## config.mk

```make
export PLATFORM = sky130hd
export DESIGN_NAME = seq_divider
export DESIGN_NICKNAME = d
export VERILOG_FILES = /design/src/rtl/div_pkg.sv /design/src/rtl/div_step.sv /design/src/rtl/seq_divider.sv
export SDC_FILE = /design/constraint.sdc
export NUM_CORES = 1
export LEC_CHECK = 0
export CORE_UTILIZATION = 55
export DETAILED_ROUTE_END_ITERATION = 16
export PLACE_DENSITY_LB_ADDON = 0.12
export SLEW_MARGIN = 20
export SYNTH_ARGS = -nofsm -noshare
export SYNTH_HDL_FRONTEND = slang
export SYNTH_SLANG_ARGS = --single-unit
```

## constraint.sdc

```tcl
create_clock -name clk -period 4.6 [get_ports clk]
set_input_delay 0.69 -clock clk [delete_from_list [all_inputs] [get_ports clk]]
set_output_delay 0.69 -clock clk [all_outputs]
set_load 0.05 [all_outputs]
```

## src/rtl/div_pkg.sv

```systemverilog
// Shared definitions for the sequential restoring divider.
// Provides the controller state encoding, the default operand width and
// the step-counter width helper used by seq_divider.
package div_pkg;

  typedef enum logic [1:0] {
    IDLE = 2'd0,
    RUN  = 2'd1,
    DONE = 2'd2
  } div_state_t;

  localparam int DIV_WIDTH_DEFAULT = 25;

  // Bits needed to count 0..width-1; never less than one bit.
  function automatic int cnt_width(input int width);
    return (width > 1) ? $clog2(width) : 1;
  endfunction

endpackage

```

## src/rtl/div_step.sv

```systemverilog
// One restoring-division step, purely combinational.
// Ports: rem_in (partial remainder, WIDTH+1 bits), dvd_bit (next dividend bit, MSB first),
//        divisor; rem_out (next partial remainder), q_bit (quotient bit produced).
module div_step
  import div_pkg::*;
#(
  parameter int WIDTH = DIV_WIDTH_DEFAULT
) (
  input  logic [WIDTH:0]   rem_in,
  input  logic             dvd_bit,
  input  logic [WIDTH-1:0] divisor,
  output logic [WIDTH:0]   rem_out,
  output logic             q_bit
);

  logic [WIDTH:0]   shifted;
  logic [WIDTH+1:0] trial;
  // The partial remainder always stays below the divisor, so its MSB is
  // never significant when shifting.
  logic             unused_rem_msb;

  assign shifted        = {rem_in[WIDTH-1:0], dvd_bit};
  // One extra bit so the top bit of the difference is the borrow.
  assign trial          = {1'b0, shifted} - {2'b00, divisor};
  assign q_bit          = ~trial[WIDTH+1];
  assign rem_out        = q_bit ? trial[WIDTH:0] : shifted;
  assign unused_rem_msb = rem_in[WIDTH];

endmodule

```

## src/rtl/seq_divider.sv

```systemverilog
// Iterative unsigned restoring divider, one quotient bit per clock.
// Ports: clk, rst (sync, active-high), start/dividend/divisor (sampled when not busy),
//        busy, done (1-cycle pulse), quotient, remainder, div_by_zero (held until next completion).
module seq_divider
  import div_pkg::*;
#(
  parameter int WIDTH = DIV_WIDTH_DEFAULT
) (
  input  logic             clk,
  input  logic             rst,
  input  logic             start,
  input  logic [WIDTH-1:0] dividend,
  input  logic [WIDTH-1:0] divisor,
  output logic             busy,
  output logic             done,
  output logic [WIDTH-1:0] quotient,
  output logic [WIDTH-1:0] remainder,
  output logic             div_by_zero
);

  localparam int CW = cnt_width(WIDTH);
  localparam logic [CW-1:0] LAST_STEP = CW'(WIDTH - 1);

  div_state_t       state, state_nxt;
  logic             accept;
  logic             last_step;

  logic [CW-1:0]    cnt;
  logic [WIDTH-1:0] divisor_r;
  logic [WIDTH-1:0] dvd_sr;
  logic [WIDTH:0]   rem_r;
  logic [WIDTH-1:0] quo_sr;

  logic [WIDTH:0]   rem_nxt;
  logic             q_bit;
  // The oldest quotient bit shifts out of the register unread; the final
  // quotient is assembled from the low bits plus the bit produced this cycle.
  logic             unused_quo_msb;

  assign unused_quo_msb = quo_sr[WIDTH-1];

  div_step #(
    .WIDTH (WIDTH)
  ) u_step (
    .rem_in  (rem_r),
    .dvd_bit (dvd_sr[WIDTH-1]),
    .divisor (divisor_r),
    .rem_out (rem_nxt),
    .q_bit   (q_bit)
  );

  // State register.
  always_ff @(posedge clk) begin
    if (rst) begin
      state <= IDLE;
    end else begin
      state <= state_nxt;
    end
  end

  // Next-state logic. DONE behaves like IDLE for acceptance, which allows
  // back-to-back operations without an idle gap.
  always_comb begin
    state_nxt = state;
    accept    = 1'b0;
    last_step = 1'b0;
    case (state)
      IDLE, DONE: begin
        state_nxt = IDLE;
        if (start) begin
          accept    = 1'b1;
          state_nxt = (divisor == '0) ? DONE : RUN;
        end
      end
      RUN: begin
        if (cnt == LAST_STEP) begin
          last_step = 1'b1;
          state_nxt = DONE;
        end
      end
      default: state_nxt = IDLE;
    endcase
  end

  assign busy = (state == RUN);
  assign done = (state == DONE);

  // Datapath: operand capture, iteration and result registers.
  always_ff @(posedge clk) begin
    if (rst) begin
      cnt         <= '0;
      divisor_r   <= '0;
      dvd_sr      <= '0;
      rem_r       <= '0;
      quo_sr      <= '0;
      quotient    <= '0;
      remainder   <= '0;
      div_by_zero <= 1'b0;
    end else if (accept) begin
      cnt       <= '0;
      divisor_r <= divisor;
      dvd_sr    <= dividend;
      rem_r     <= '0;
      quo_sr    <= '0;
      // Divide-by-zero finishes immediately with a saturated quotient.
      if (divisor == '0) begin
        quotient    <= '1;
        remainder   <= dividend;
        div_by_zero <= 1'b1;
      end
    end else if (state == RUN) begin
      cnt    <= cnt + 1'b1;
      dvd_sr <= {dvd_sr[WIDTH-2:0], 1'b0};
      rem_r  <= rem_nxt;
      quo_sr <= {quo_sr[WIDTH-2:0], q_bit};
      if (last_step) begin
        quotient    <= {quo_sr[WIDTH-2:0], q_bit};
        remainder   <= rem_nxt[WIDTH-1:0];
        div_by_zero <= 1'b0;
      end
    end
  end

endmodule

```

==> results of run 1 <==
==> tightest hold or removal path: cells and delay by family, from the launching register on <==
| family | cells | cell delay [ns] |
|---|---|---|
| DFF | 1 | 0.31 |
| and+or+nand+nor | 1 | 0.05 |
| AOI/OAI and AO/OA | 1 | 0.05 |
==> path summary, 6_finish.rpt <==
path | cells after the start | start | end | slack (ns)
worst max register to register | 12 | dvd_sr[24] | rem_r[4] | 0.97
worst max-delay path | 12 | dvd_sr[24] | rem_r[4] | 0.97
worst min-delay path | 2 | divisor_r[15] | divisor_r[15] | 0.45
worst min register to register | 2 | divisor_r[15] | divisor_r[15] | 0.45
==> power groups by stage <==
stage	clock network (mW)	logic, mW	registers, mW
detailed placement	0	0.844	1.47
CTS	1.40	0.848	1.44
global route	1.45	0.940	1.44
floorplan	0	0.640	1.46
finish	1.38	0.857	1.44
global placement	0	0.842	1.47
==> final cells by class <==
cell class	instances	area, um2
fill	1181	4110
multi-input combinational	684	3900
sequential	157	3140
timing repair buffer	120	1160
clock buffer	21	460
tap	176	220
inverter	36	135
clock inverter	10	113
==> synth_stat cells (3+ instances only) <==
master,count,area share
nor2_1,71,0.036
buf_1,6,0.0030
mux2i_1,8,0.011
buf_2,9,0.0060
o21ai_0,33,0.022
inv_1,35,0.018
o31ai_1,3,0.0030
a21oi_1,130,0.087
o22ai_1,19,0.016
nor3_1,56,0.038
nor2b_1,5,0.0042
o21ai_1,9,0.0060
ha_1,27,0.045
xor2_1,11,0.013
dfxtp_1,157,0.42
nand4_1,8,0.0067
o211ai_1,5,0.0050
and2_1,3,0.0025
nand2_1,160,0.081
and3_1,5,0.0042
xnor2_1,14,0.016
a31oi_1,6,0.0050
clkbuf_1,51,0.026
a41oi_1,5,0.0059
nand2b_1,4,0.0034
a22oi_1,39,0.039
a21o_1,10,0.010
nor4_1,6,0.0050
nand3_1,12,0.0081
==> through the flow <==
stage	cell area (um2)	instances	setup slack (ns)	hold WS [ns]	power [mW]
3_5_place_dp	8560	1173	0.970	0.448	2.31
5_1_grt	9130	1204	0.722	0.478	3.83
2_1_floorplan	7460	947	1.74	0.436	2.10
6_report	9130	1204	0.965	0.454	3.67
3_3_place_gp	8560	1173	1.01	0.442	2.31
4_1_cts	9130	1204	0.970	0.456	3.68
==> sequential cells by signal (all words and copies together), names as in the netlist <==
| signal | cells |
|---|---|
| dvd_sr | 25 |
| state | 2 |
| remainder | 25 |
| divisor_r | 25 |
| quotient | 25 |
| cnt | 5 |
| quo_sr | 24 |
| div_by_zero | 1 |
| rem_r | 25 |
==> logic make-up (layout without fill, tap and decap cells) <==
family / after synthesis / in the layout
adder cells (fa/ha/maj): 28 / 28
multiplexers: 10 / 10
AND/OR/NAND/NOR: 339 / 339
XOR/XNOR: 25 / 25
flip-flops: 157 / 157
buffers and inverters: 106 / 187
AO/OA/AOI/OAI: 282 / 282
==> metal layers <==
layer	part of all wire	routed length, um	vias to the layer above	track usage
li1	-	-	3463	-
met3	0.065	1270	21	0.0623
met4	0.011	212	0	0.0926
met5	0	0	-	0
met1	0.48	9350	3219	0.402
met2	0.44	8540	232	0.433
==> flow_summary.json, run 1 <==
{
  "run_status": "finished, final reports clean",
  "initial_core_util": 0.563,
  "dp_hpwl_mm": 13.2,
  "numPortBuffers": 105,
  "slew-limit-headroom": 0.329,
  "hold_violations": 0,
  "ys.flop_type": "dfxtp_1",
  "insertion_delay_ns": 0.43,
  "synth.area.mux_share": 0.0143,
  "drc": 0,
  "tightest_slew_ns": 1.01,
  "power_density_nw_per_um2": 402,
  "cts_made_buffers": 17,
  "fmax_ghz": 0.275,
  "fin_crit_ns": 3.63,
  "grt_usage": 0.285,
  "vdd_drop_max_mv": 0.282,
  "cp_top_family": "compound AO/OA/AOI/OAI gates",
  "maxSlewViolCount": 0,
  "grt_pass1_vias": 6405,
  "synth-async-reset-ratio": 0,
  "worstPathRequired_ns": 4.86,
  "critPathMaxStageDelay_ns": 0.76,
  "synthSimpleGateAreaFrac": 0.197,
  "hp-class": "reg2reg",
  "setup_tns_ns": 0,
  "min_period_over_period": 0.790,
  "die_w_um": 118,
  "final_common_cell": "nand2_1",
  "dr.pass1.iters": 6,
  "ys_seq_elements": 157,
  "synth_xor_area_frac": 0.0294,
  "synth_compound_area_frac": 0.232,
  "ios": 106,
  "htree_levels": 4,
  "worstSetupEndpointType": "flip-flop",
  "crit_path_cell_trace": "inv_1, ha_1, inv_1, fa_1, a21o_1, a221o_1, a32o_2, o31ai_4, o31a_1, nor2_1, a21oi_1, a21oi_1",
  "comb_power_share": 0.233,
  "rows": 42,
  "post-route-util": 0.689,
  "clkTransAtPathRegs_ns": 0.06,
  "final_cell_mix": "nand2_1, dfxtp_1, a21oi_1",
  "start_kind": "flip-flop",
  "ys_types": 60,
  "nets": 1097,
  "cap_violations": 0,
  "p_leak_nw": 3.41,
  "avgRoutedWirePerCell_um": 16.1,
  "synth_adder_area_share": 0.0480,
  "dieArea_um2": 14000,
  "via_per_inst": 5.76,
  "dieHeight_um": 118,
  "cts_max_path_buffers": 2,
  "drive_gt1_frac": 0.0603,
  "post_cts_resized": 0,
  "avgSynthCellArea_um2": 7.87,
  "antenna_cells": 0,
  "power.share.sequential": 0.392,
  "cts-root-buf": "clkbuf_16",
  "vias": 6935,
  "gp_congestion": 0.943,
  "overflow": 0,
  "mappedNetlistNets": 1028,
  "swShare": 0.303,
  "power.switching_mw": 1.11,
  "core_um2": 13200,
  "cts_hold_buffers": 0,
  "antenna_found_initial": 0,
  "power.share.clock": 0.375,
  "yosysSeqAreaShare": 0.422,
  "first_iter_violations": 694,
  "synthCells": 947,
  "p_int_mw": 2.56,
  "cts_setup_buffers": 0,
  "grt_setup_unrepaired": "no",
  "routed_wl_mm": 19.4,
  "slowest_stage": "o31a_1",
  "path_max_fanout": 22,
  "ant_nets": 0,
  "synth_top_family_by_area": "compound AO/OA/AOI/OAI gates",
  "cts_tree": "yes",
  "worstPathArrival_ns": 3.90,
  "crit_buf_inv": 2,
  "final-setup-viol-count": 0,
  "crit_type": "reg2reg",
  "grt_max_degree": 100,
  "clock_skew_ns": 0.00900,
  "cts_sinks": 157,
  "syn_to_final_growth_pct": 22.4,
  "yosys_warnings": 0,
  "synth_area_um2": 7460,
  "grt_pass1_wl_mm": 31.9,
  "synth_edf_count": 0
}
Power figures use the tool's default switching activity.
==> run 2: changes to the inputs <==
--- a/config.mk
+++ b/config.mk
@@ -5,7 +5,7 @@
 export SDC_FILE = /design/constraint.sdc
 export NUM_CORES = 1
 export LEC_CHECK = 0
-export CORE_UTILIZATION = 55
+export CORE_UTILIZATION = 50
 export DETAILED_ROUTE_END_ITERATION = 16
 export PLACE_DENSITY_LB_ADDON = 0.12
 export SLEW_MARGIN = 20
==> constraint.sdc (replaced) <==
create_clock -name clk -period 2.9 [get_ports clk]
set_input_delay 0.435 -clock clk [delete_from_list [all_inputs] [get_ports clk]]
set_output_delay 0.435 -clock clk [all_outputs]
set_load 0.05 [all_outputs]
==> run 2 against run 1 <==
Total power up 75%. Clock power rose by 72%. Combinational power up 110%. Flip-flop and latch count unchanged. Register-to-register slack worse by 0.91 ns. Sequential share of layout area decreased by 2.0 points. Critical path depth grew 1. Largest power group is now clock.
==> flow_summary.json, run 2 (synthesis results as in run 1) <==
{
  "worstSetupEndpointType": "flip-flop",
  "clock_skew_ns": 0.00798,
  "dieHeight_um": 124,
  "antenna_found_initial": 0,
  "drc": 0,
  "postLayoutSetupSlackWorst_ns": 0.0523,
  "via_per_inst": 5.72,
  "fmax_ghz": 0.351,
  "insertion_delay_ns": 0.43,
  "worstPathRequired_ns": 3.20,
  "cts_max_path_buffers": 2,
  "htree_levels": 4,
  "rows": 44,
  "grt_pass1_vias": 6489,
  "path_max_fanout": 4,
  "clkTransAtPathRegs_ns": 0.06,
  "tightest_slew_ns": 0.860,
  "worstPathArrival_ns": 3.15,
  "finalPower_mw": 6.43,
  "antenna_cells": 0,
  "vdd_drop_max_mv": 0.477,
  "first_iter_violations": 558,
  "cts-root-buf": "clkbuf_16",
  "critPathMaxStageDelay_ns": 0.33,
  "power_density_nw_per_um2": 662,
  "gp_congestion": 0.931,
  "slowest_stage": "fa_2",
  "dp_hpwl_mm": 14.2,
  "die_w_um": 124,
  "maxSlewViolCount": 0,
  "grt_setup_unrepaired": "yes",
  "start_kind": "flip-flop",
  "cts_tree": "yes",
  "slew-limit-headroom": 0.425,
  "numPortBuffers": 105,
  "initial_core_util": 0.513,
  "final_common_cell": "nand2_1",
  "syn_to_final_growth_pct": 30.2,
  "routed_wl_mm": 20.8,
  "r2r_start": "dvd_sr[24]",
  "drive_gt1_frac": 0.129,
  "hp-class": "reg2reg",
  "grt_max_degree": 57,
  "preCtsSetupSlack_ns": -0.122,
  "grt_usage": 0.277,
  "core_um2": 14500,
  "holdWs_ns": 0.454,
  "fillers": 1264,
  "crit_type": "reg2reg",
  "worstHoldStart": "divisor_r[6]",
  "regArea_um2": 3150,
  "crit_top_cell": "inv_2",
  "run_status": "finished, final reports clean",
  "critPathLaunch": "dvd_sr[24]",
  "overflow": 0,
  "multi_input_area_um2": 4060,
  "ant_nets": 0,
  "grt_pass1_wl_mm": 32.8,
  "final_cell_mix": "nand2_1, dfxtp_1, a21oi_1",
  "p_leak_nw": 3.66,
  "ios": 106,
  "hold_violations": 0,
  "min_period_over_period": 0.982,
  "crit_path_cell_trace": "inv_2, ha_4, inv_2, fa_2, a21o_1, a221o_1, a32o_2, o31ai_4, buf_6, nor2_2, mux2_4, a311oi_2, nor3_2",
  "dr.pass1.iters": 5,
  "avgRoutedWirePerCell_um": 16.6,
  "cts_made_buffers": 17,
  "vias": 7163,
  "final-setup-viol-count": 0,
  "fin_crit_ns": 2.85,
  "cts_sinks": 157,
  "cap_violations": 0,
  "dieArea_um2": 15400,
  "nets": 1137
}
==> run 2: changes by cell type in the layout (fill, tap and decap cells not counted), sizes merged <==
cell,before,now
buf,16,57
clkbuf,21,19
inv,38,42
clkinv,4,2
bufinv,2,3
clkdlybuf4s50,104,103
==> run 2: power by group <==
group	leakage [nW]	switching [mW]	internal, mW
Combinational	2.08	0.982	0.778
Sequential	1.28	0.0632	2.23
Clock	0.303	0.955	1.42
Total	3.66	2.00	4.43
==> run 2: worst paths after layout <==
path | cells after the start | slack [ns] | end
min | 2 | 0.45 | divisor_r[6]
min reg2reg | 2 | 0.45 | divisor_r[6]
max reg2reg | 13 | 0.05 | rem_r[24]
max | 13 | 0.05 | rem_r[24]
==> run 2: through the flow <==
step | area (um2) | TNS, ns | cells | utilization
finish | 9710 | 0 | 1253 | 0.668
global placement | 8840 | -0.0539 | 1211 | 0.608
floorplan | 7460 | 0 | 947 | -
detailed placement | 8840 | -1.27 | 1211 | 0.608
global route | 9710 | -0.280 | 1253 | 0.668
CTS | 9710 | -0.137 | 1254 | 0.668
==> run 2: per-layer routing <==
layer	part of all wire	track usage	up-vias
met3	0.058	0.0485	26
li1	-	-	3548
met5	0	0	-
met4	0.013	0.0818	0
met2	0.44	0.427	239
met1	0.48	0.392	3350
==> run 2: area by class of cell <==
cell class              count  area share
inverters                  36      0.0139
flip-flops and latches    157       0.324
repair buffers            160       0.156
multi-input cells         684       0.418
well taps                 184      0.0237
clock inverters            13      0.0179
clock buffers              19      0.0467
==> run 2: repair_timing <==
item | 4_1_cts | 5_1_grt
hold buffers | 0 | 0
setup buffers | 9 | 3
pin swaps | 19 | 11
gates cloned | 2 | 0
setup endpoints to repair | 36 | 52
resized for setup | 33 | 17
==> run 2: critical path: cells and delay by family, from the launching register on <==
| kind | cells | cell delay (ns) |
|---|---|---|
| AO/OA/AOI/OAI | 5 | 1.27 |
| adder cells (fa/ha/maj) | 2 | 0.45 |
| flip-flops | 1 | 0.32 |
| multiplexers | 1 | 0.31 |
| buffers and inverters | 3 | 0.25 |
| AND/OR/NAND/NOR | 2 | 0.10 |
==> run 3: changes to the inputs <==
--- a/config.mk
+++ b/config.mk
@@ -5,7 +5,7 @@
 export SDC_FILE = /design/constraint.sdc
 export NUM_CORES = 1
 export LEC_CHECK = 0
-export CORE_UTILIZATION = 50
+export CORE_UTILIZATION = 55
 export DETAILED_ROUTE_END_ITERATION = 16
 export PLACE_DENSITY_LB_ADDON = 0.12
 export SLEW_MARGIN = 20
==> constraint.sdc (replaced) <==
create_clock -name clk -period 2.85 [get_ports clk]
set_input_delay 0.4275 -clock clk [delete_from_list [all_inputs] [get_ports clk]]
set_output_delay 0.4275 -clock clk [all_outputs]
set_load 0.05 [all_outputs]
==> run 3 against run 2 <==
The flow now finishes with violations (setup timing). Clock power shrank 2%. Global-route usage is 1.6 points higher. Fmax shrank 2.9%. Via count rose by 3.6%. Register-to-register slack got worse by 0.14 ns. Flip-flop and latch count stayed put. First-iteration DRC count is 44% higher. Sequential share of layout area down 0.85 points. Worst setup slack worse by 0.14 ns. Critical path type unchanged. Largest power group is now registers. Highest routed layer unchanged.
==> flow_summary.json, run 3 (synthesis results as in run 1) <==
{
  "cts_sinks": 157,
  "slowest_stage": "a221o_1",
  "hp-class": "reg2reg",
  "preCtsSetupSlack_ns": -0.100,
  "insertion_delay_ns": 0.43,
  "clock_skew_ns": 0.00806,
  "final-setup-viol-count": 21,
  "setup_tns_ns": -0.481,
  "grt_pass1_wl_mm": 32.8,
  "crit_top_cell": "inv_2",
  "cts-root-buf": "clkbuf_16",
  "final_cell_area_um2": 9970,
  "dp_hpwl_mm": 13.9,
  "gp_congestion": 0.902,
  "violations": "setup timing",
  "critPathMaxStageDelay_ns": 0.36,
  "maxSlewViolCount": 0,
  "run_status": "complete, but fails checks",
  "fin_cells": 1267,
  "placed_area_um2": 8960,
  "grt_setup_unrepaired": "yes",
  "cp.depth": 13,
  "crit_buf_inv": 3,
  "antenna_cells": 0,
  "r2r_start": "dvd_sr[24]",
  "cts_hold_buffers": 0,
  "post-route-util": 0.753,
  "dieHeight_um": 118,
  "min_period_over_period": 1.03,
  "tightest_slew_ns": 0.758,
  "ant_nets": 0,
  "start_kind": "flip-flop",
  "postLayoutSetupSlackWorst_ns": -0.0840,
  "critical_path.endpoint": "rem_r[24]",
  "rows": 42,
  "syn_to_final_growth_pct": 33.7,
  "grt_pass1_vias": 6399,
  "worstSetupEndpointType": "flip-flop",
  "final_common_cell": "nand2_1",
  "cp_top_family": "compound AO/OA/AOI/OAI gates",
  "cap_violations": 0,
  "worstPathRequired_ns": 3.16,
  "r2r_end": "rem_r[24]",
  "antenna_found_initial": 0,
  "ios": 106,
  "ff2ff_setup_slack_ns": -0.08,
  "final_cell_mix": "nand2_1, dfxtp_1, a21oi_1",
  "die_w_um": 118,
  "power_density_nw_per_um2": 667,
  "slew-limit-headroom": 0.495,
  "drive_gt1_frac": 0.153,
  "p_leak_nw": 3.80,
  "fin_crit_ns": 2.93,
  "htree_levels": 4,
  "vias": 7422,
  "nets": 1159,
  "grt_usage": 0.293,
  "cts_max_path_buffers": 2,
  "hold_violations": 0,
  "path_max_fanout": 4,
  "dieArea_um2": 14000,
  "drc": 0,
  "vdd_drop_max_mv": 0.448,
  "ff2ff_path_depth": 13,
  "cts_made_buffers": 17,
  "avgRoutedWirePerCell_um": 16.7,
  "first_iter_violations": 806,
  "core_um2": 13200,
  "worstPathArrival_ns": 3.25,
  "cts_tree": "yes",
  "numPortBuffers": 105,
  "overflow": 0,
  "dp_cells": 1220,
  "crit_type": "reg2reg",
  "crit_path_cell_trace": "inv_2, ha_4, inv_2, fa_2, a21o_1, a221o_1, a32o_2, o31ai_4, buf_6, nor2_2, mux2_4, a311oi_2, nor3_2",
  "dr.pass1.iters": 5,
  "fmax_ghz": 0.341,
  "routed_wl_mm": 21.2,
  "via_per_inst": 5.86,
  "grt_max_degree": 56,
  "critPathLaunch": "dvd_sr[24]",
  "initial_core_util": 0.563,
  "clkTransAtPathRegs_ns": 0.06
}
==> run 3: changes by cell type in the layout (fill, tap and decap cells not counted), moves of 2 or more <==
cell	delta
buf_4	+18
a41oi_2	+2
nor2_4	+4
ha_2	-2
o21ai_2	+4
nor2_1	-2
nor2_2	-2
ha_1	+3
o21ai_1	-3
a41oi_1	-2
mux2i_2	+2
clkbuf_16	+2
==> run 3: what timing repair did <==
| action | CTS | global route |
|---|---|---|
| gates cloned | 1 | 2 |
| setup endpoints to repair | 38 | 52 |
| pin swaps | 4 | 34 |
| setup buffers | 7 | 5 |
| gates resized for setup | 14 | 47 |
==> run 3: worst min path at each step <==
stage | start | end | slack [ns] | depth (start not counted)
3_3_place_gp | divisor_r[13] | divisor_r[13] | 0.44 | 2
2_1_floorplan | divisor_r[10] | divisor_r[10] | 0.44 | 2
3_5_place_dp | divisor_r[10] | divisor_r[10] | 0.45 | 2
4_1_cts | divisor_r[10] | divisor_r[10] | 0.46 | 2
6_report | divisor_r[13] | divisor_r[13] | 0.45 | 2
5_1_grt | divisor_r[10] | divisor_r[10] | 0.47 | 2
==> run 3: where the power goes <==
group / internal, mW / total (mW) / switching (mW)
Combinational: 0.921 / 2.00 / 1.08
Sequential: 2.27 / 2.33 / 0.0610
Clock: 1.37 / 2.32 / 0.949
==> run 3: area by class of cell <==
class | count | area [um2]
clock buffer | 21 | 470
clock inverter | 11 | 130
fill | 1028 | 3270
inverter | 36 | 135
multi-input combinational | 684 | 4120
sequential | 157 | 3150
tap | 176 | 220
timing repair buffer | 182 | 1750
==> run 3: tightest hold or removal path, cell delays in order, from the launching register on <==
cell     delay, ns
dfxtp_1       0.31
nand2_1       0.05
a21oi_1       0.05
==> run 3: per-layer routing <==
layer	part of all wire	routed length, um	global-route usage
met5	0	0	0
met4	0.016	336	0.0783
met3	0.066	1400	0.0444
met2	0.45	9570	0.433
met1	0.47	9900	0.440
==> run 3: through the flow <==
stage                     power [mW]  hold WS, ns
after floorplan                 3.38        0.436
after global placement          3.84        0.443
after detailed placement        3.85        0.447
after CTS                       6.29        0.456
after global routing            6.91        0.470
final                           6.65        0.453
